**src/rtl/uart_rx_deserializer.sv**
```systemverilog
// UART receive deserializer: sync, frame decode, parity/frame/break check.
// Ports: Clk, Rst (async low), Rx, FIFO_Full -> RTS, Rx_Data, Rx_Valid, Rx_Error[2:0], Overrun, Busy.
module uart_rx_deserializer #(
   parameter int DATA_BITS   = 8,
   parameter int PARITY_BIT  = 1,
   parameter int STOP_BITS   = 2,
   parameter int SYNC_STAGES = 2
) (
   input  logic                 Clk,
   input  logic                 Rst,
   input  logic                 Rx,
   input  logic                 FIFO_Full,
   output logic                 RTS,
   output logic [DATA_BITS-1:0] Rx_Data,
   output logic                 Rx_Valid,
   output logic [2:0]           Rx_Error,
   output logic                 Overrun,
   output logic                 Busy
);

   typedef enum logic [2:0] {
      IDLE,
      DATA,
      PARITY,
      STOP,
      BREAK_WAIT
   } state_e;

   state_e                 state_q, state_d;
   logic [SYNC_STAGES-1:0] sync_q, sync_d;
   logic [3:0]             cnt_q, cnt_d;
   logic [DATA_BITS-1:0]   shift_q, shift_d;
   logic [DATA_BITS-1:0]   rx_data_q, rx_data_d;
   logic                   all_zero_q, all_zero_d;
   logic                   par_err_q, par_err_d;
   logic                   frm_err_q, frm_err_d;
   logic                   rx_valid_q, rx_valid_d;
   logic [2:0]             rx_error_q, rx_error_d;
   logic                   overrun_q, overrun_d;
   logic                   rts_q, rts_d;
   logic                   rx_s;
   logic                   az_n, fe_n;

   assign rx_s     = sync_q[SYNC_STAGES-1];
   assign sync_d   = {sync_q[SYNC_STAGES-2:0], Rx};
   assign rts_d    = !FIFO_Full && (state_q != BREAK_WAIT);

   assign RTS      = rts_q;
   assign Rx_Data  = rx_data_q;
   assign Rx_Valid = rx_valid_q;
   assign Rx_Error = rx_error_q;
   assign Overrun  = overrun_q;
   assign Busy     = (state_q != IDLE);

   always_comb begin
      state_d    = state_q;
      cnt_d      = cnt_q;
      shift_d    = shift_q;
      all_zero_d = all_zero_q;
      par_err_d  = par_err_q;
      frm_err_d  = frm_err_q;
      rx_data_d  = rx_data_q;
      rx_valid_d = 1'b0;
      rx_error_d = rx_error_q;
      overrun_d  = 1'b0;
      az_n       = all_zero_q & ~rx_s;
      fe_n       = frm_err_q | ~rx_s;
      case (state_q)
         IDLE: begin
            if (!rx_s) begin
               state_d    = DATA;
               cnt_d      = 4'd0;
               all_zero_d = 1'b1;
               par_err_d  = 1'b0;
               frm_err_d  = 1'b0;
            end
         end
         DATA: begin
            // MSB-first: earliest bit ends up in the top position
            shift_d    = (shift_q << 1) | DATA_BITS'(rx_s);
            all_zero_d = az_n;
            if (cnt_q == 4'(DATA_BITS - 1)) begin
               cnt_d   = 4'd0;
               state_d = (PARITY_BIT != 0) ? PARITY : STOP;
            end else begin
               cnt_d = cnt_q + 4'd1;
            end
         end
         PARITY: begin
            par_err_d  = (^shift_q) ^ rx_s;
            all_zero_d = az_n;
            cnt_d      = 4'd0;
            state_d    = STOP;
         end
         STOP: begin
            all_zero_d = az_n;
            frm_err_d  = fe_n;
            if (cnt_q == 4'(STOP_BITS - 1)) begin
               // Completion decided now; registered results show next cycle
               if (az_n) begin
                  rx_error_d = 3'b001;
                  state_d    = BREAK_WAIT;
               end else begin
                  rx_error_d = {fe_n, par_err_q, 1'b0};
                  state_d    = IDLE;
                  if (!FIFO_Full) begin
                     rx_valid_d = 1'b1;
                     rx_data_d  = shift_q;
                  end else begin
                     overrun_d = 1'b1;
                  end
               end
            end else begin
               cnt_d = cnt_q + 4'd1;
            end
         end
         BREAK_WAIT: begin
            if (rx_s) state_d = IDLE;
         end
         default: state_d = IDLE;
      endcase
   end

   always_ff @(posedge Clk or negedge Rst) begin
      if (!Rst) begin
         state_q    <= IDLE;
         sync_q     <= '1;
         cnt_q      <= 4'd0;
         shift_q    <= '0;
         rx_data_q  <= '0;
         all_zero_q <= 1'b0;
         par_err_q  <= 1'b0;
         frm_err_q  <= 1'b0;
         rx_valid_q <= 1'b0;
         rx_error_q <= 3'b000;
         overrun_q  <= 1'b0;
         rts_q      <= 1'b0;
      end else begin
         state_q    <= state_d;
         sync_q     <= sync_d;
         cnt_q      <= cnt_d;
         shift_q    <= shift_d;
         rx_data_q  <= rx_data_d;
         all_zero_q <= all_zero_d;
         par_err_q  <= par_err_d;
         frm_err_q  <= frm_err_d;
         rx_valid_q <= rx_valid_d;
         rx_error_q <= rx_error_d;
         overrun_q  <= overrun_d;
         rts_q      <= rts_d;
      end
   end

endmodule
```
**config.mk**
```make
export PLATFORM = sky130hd
export DESIGN_NAME = uart_rx_deserializer
export DESIGN_NICKNAME = d
export VERILOG_FILES = /design/src/rtl/uart_rx_deserializer.sv
export SDC_FILE = /design/constraint.sdc
export NUM_CORES = 1
export LEC_CHECK = 0
export CAP_MARGIN = 20
export CELL_PAD_IN_SITES_DETAIL_PLACEMENT = 0
export CELL_PAD_IN_SITES_GLOBAL_PLACEMENT = 2
export CORE_ASPECT_RATIO = 0.6
export CORE_MARGIN = 4
export CORE_UTILIZATION = 30
export DETAILED_ROUTE_END_ITERATION = 10
export PLACE_DENSITY = 0.7
export SYNTH_ARGS = -nofsm -noshare
export SYNTH_HDL_FRONTEND = slang
export SYNTH_SLANG_ARGS = --single-unit
```
**constraint.sdc**
```tcl
create_clock -name Clk -period 1.9 [get_ports Clk]
set_clock_uncertainty 0.05 [all_clocks]
set_input_delay 0.38 -clock Clk [delete_from_list [all_inputs] [get_ports Clk]]
set_output_delay 0.38 -clock Clk [all_outputs]
set_load 0.02 [all_outputs]
```
==> results.cfg <==
[clock_network]
clock_latency_ps = 280
clkTransAtPathRegs_ps = 60
cts_tree = done
cts_sinks = 34
postCtsSetupBuffers = 0
htree_levels = 2
cts_buffers = 5
cts-root-buf = clkbuf_8
clockBufferDepth = 2

[drt]
drt-wirelength-per-cell_um = 13.9
first_pass_iters = 4
via_count = 1029
route.detailed.drc = 0
drtIter0Drc = 41
final_antenna_net_count = 0
routed_wl_mm = 3.08
viasPerCell = 4.64

[min_path]
min_path_type = register to register

[worst_setup_path]
critPathKind = register to output port
start_kind = register
setup.worst_path.end_class = output port
path_cells = or3_1 -> dlygate4sd2_1
crit_path_max_fanout = 4
cp_top_family = flip-flops
worst_ep_required_time_ps = 1470
arrival_ps = 1360
worst-path-buf-inv = 1
max_stage_delay_ps = 410
crit_slowest_cell = dfrtp_1

[final_layout]
area.growth.synth_to_final_pct = 26.7
mostFrequentLayoutCell = dfrtp_1
drive_gt1_share_pct = 26.4
final_cell_mix = dfrtp_1, clkdlybuf4s50_1, mux2_2, buf_4, nand2_1
nets = 164
diodes = 0

[placement]
io_buffer_count = 18
dp_hpwl_mm = 2.22
gp_congestion = 0.780

[logic_synthesis]
synth_top_family_by_area = multiplexers
synth_edf_count = 0
synthCells = 126
yosysUniqueCellTypes = 36
synth_xor_area_share_pct = 4.92
seq_area_frac_synth_pct = 55.9
synth_area_mm2 = 0.00153
ys.flop_type = dfrtp_1
synth_nets = 132
synth-simple-area-share_pct = 11.4
postSynthAreaPerCell_um2 = 12.1
synth_compound_area_share_pct = 10.5
synth-adder-area-share_pct = 1.64
synthMuxAreaShare_pct = 12.5
ys_seq_elements = 34
yosysWarnings = 0
synthArstFlopShare_pct = 100

[floorplan]
initial_core_util_pct = 32.2
io_pins = 19
core_area_mm2 = 0.00473
dieArea_mm2 = 0.00633
dieHeight_um = 63.2
num_rows = 19
die_width_um = 100

[sta]
hold_viol_final = 0
fin_hold_ws_ps = 306
rsz0062_at_grt = no
slew_viol_final = 0
max_slew_margin_pct = 71.4
fin_tns_setup_ps = 0
tightestPinTransition_ps = 428
max_freq_ghz = 0.559
setup-violations-final = 0
fin_crit_ps = 1790
fin_crit_sh_pct = 94.1

[global_route]
grt.overflow.total = 0
grt_usage_pct = 10.7
grt_pass1_wl_mm = 5.18
antenna_found_initial = 0
grt_max_degree = 35
grt_pass1_vias = 1023

[pwr]
p_total_mw = 3.27
pwr_density_cell_mw_per_mm2 = 1690
leakagePower_nw = 0.864
vdd_ir_drop_max_v = 0.000681

[flow_run]
cap_violations = 0

[status]
run_status = finished, final reports clean
logic make-up (layout without fill, tap and decap cells):
logic type	after synthesis	after routing
and+or+nand+nor	31	31
AOI/OAI and AO/OA	26	26
muxes	17	17
buffers and inverters	9	42
adders and majority gates	2	2
DFF	34	34
xor gates and xnor gates	7	7
report_power, final:
part           total (mW)  internal [mW]  switching, mW
Combinational        1.50          0.827          0.671
Sequential           1.23           1.00          0.230
Clock               0.540          0.292          0.248
Total                3.27           2.12           1.15
cell usage after synthesis, types with 2 or more instances:
master | number | area (um2)
nand2b_1 | 2 | 12.5
o21ai_0 | 8 | 40.0
nand2_1 | 10 | 37.5
ha_1 | 2 | 25.0
buf_2 | 2 | 10.0
xnor2_1 | 5 | 43.8
o21a_1 | 2 | 15.0
inv_1 | 4 | 15.0
a21oi_1 | 9 | 45.0
dfrtp_1 | 32 | 801
dfstp_2 | 2 | 52.6
mux2_2 | 16 | 180
nor2b_1 | 2 | 12.5
nand3b_1 | 2 | 15.0
nor2_1 | 7 | 26.3
area by class of cell:
type                    count  area, um2
multi-input cells          83        624
well taps                  63       78.8
clock buffers               7       86.3
clock inverters             1       5.00
flip-flops and latches     34        853
fillers                   445       2800
inverters                   4       15.0
repair buffers             30        269
worst reg2reg max path, stage by stage (launching register included):
cell	delay, ps
dfrtp_1	400
inv_1	80
ha_1	130
nor3b_4	210
nand2_2	90
nor3b_2	150
buf_4	200
mux2_2	350
worst paths after layout:
kind	start	end	slack (ps)	cells past startpoint
worst max-delay path	state_q[1]$_DFFE_PN0P_	Busy	110	2
worst min-delay path	sync_q[0]$_DFF_PN1_	sync_q[1]$_DFF_PN1_	310	0
worst max register to register	cnt_q[1]$_DFFE_PN0P_	Rx_Data[0]$_DFFE_PN0P_	120	7
worst min register to register	sync_q[0]$_DFF_PN1_	sync_q[1]$_DFF_PN1_	310	0
max in group asynchronous	Rst	sync_q[1]$_DFF_PN1_	1010	2
min in group asynchronous	Rst	RTS$_DFF_PN0_	450	2
per-stage QoR:
step	cells	util, %	area, um2	setup WS (ps)
6_report	222	40.8	1930	112
5_1_grt	222	40.8	1930	30.3
2_1_floorplan	126	-	1530	221
4_1_cts	222	40.8	1930	92.2
3_3_place_gp	214	38.9	1840	131
3_5_place_dp	214	38.9	1840	104
state kept, by name, summed over array words and instances (netlist names):
name        cells
state_q         3
frm_err_q       1
par_err_q       1
shift_q         8
all_zero_q      1
Rx_Data         8
sync_q          2
Rx_Error        3
RTS             1
Rx_Valid        1
Overrun         1
cnt_q           4
timing repair:
action / CTS / global route
gates resized for setup: 1 / 0
hold endpoints to repair: 0 / 0
setup endpoints to repair: 1 / 0
hold buffers: 0 / 0
metal layers:
metal  track usage (%)  routed length [um]
met4              3.53                  38
met2              13.8                1210
met5                 0                   0
met3              5.07                 205
met1              15.3                1630
Power figures use the tool's default switching activity.
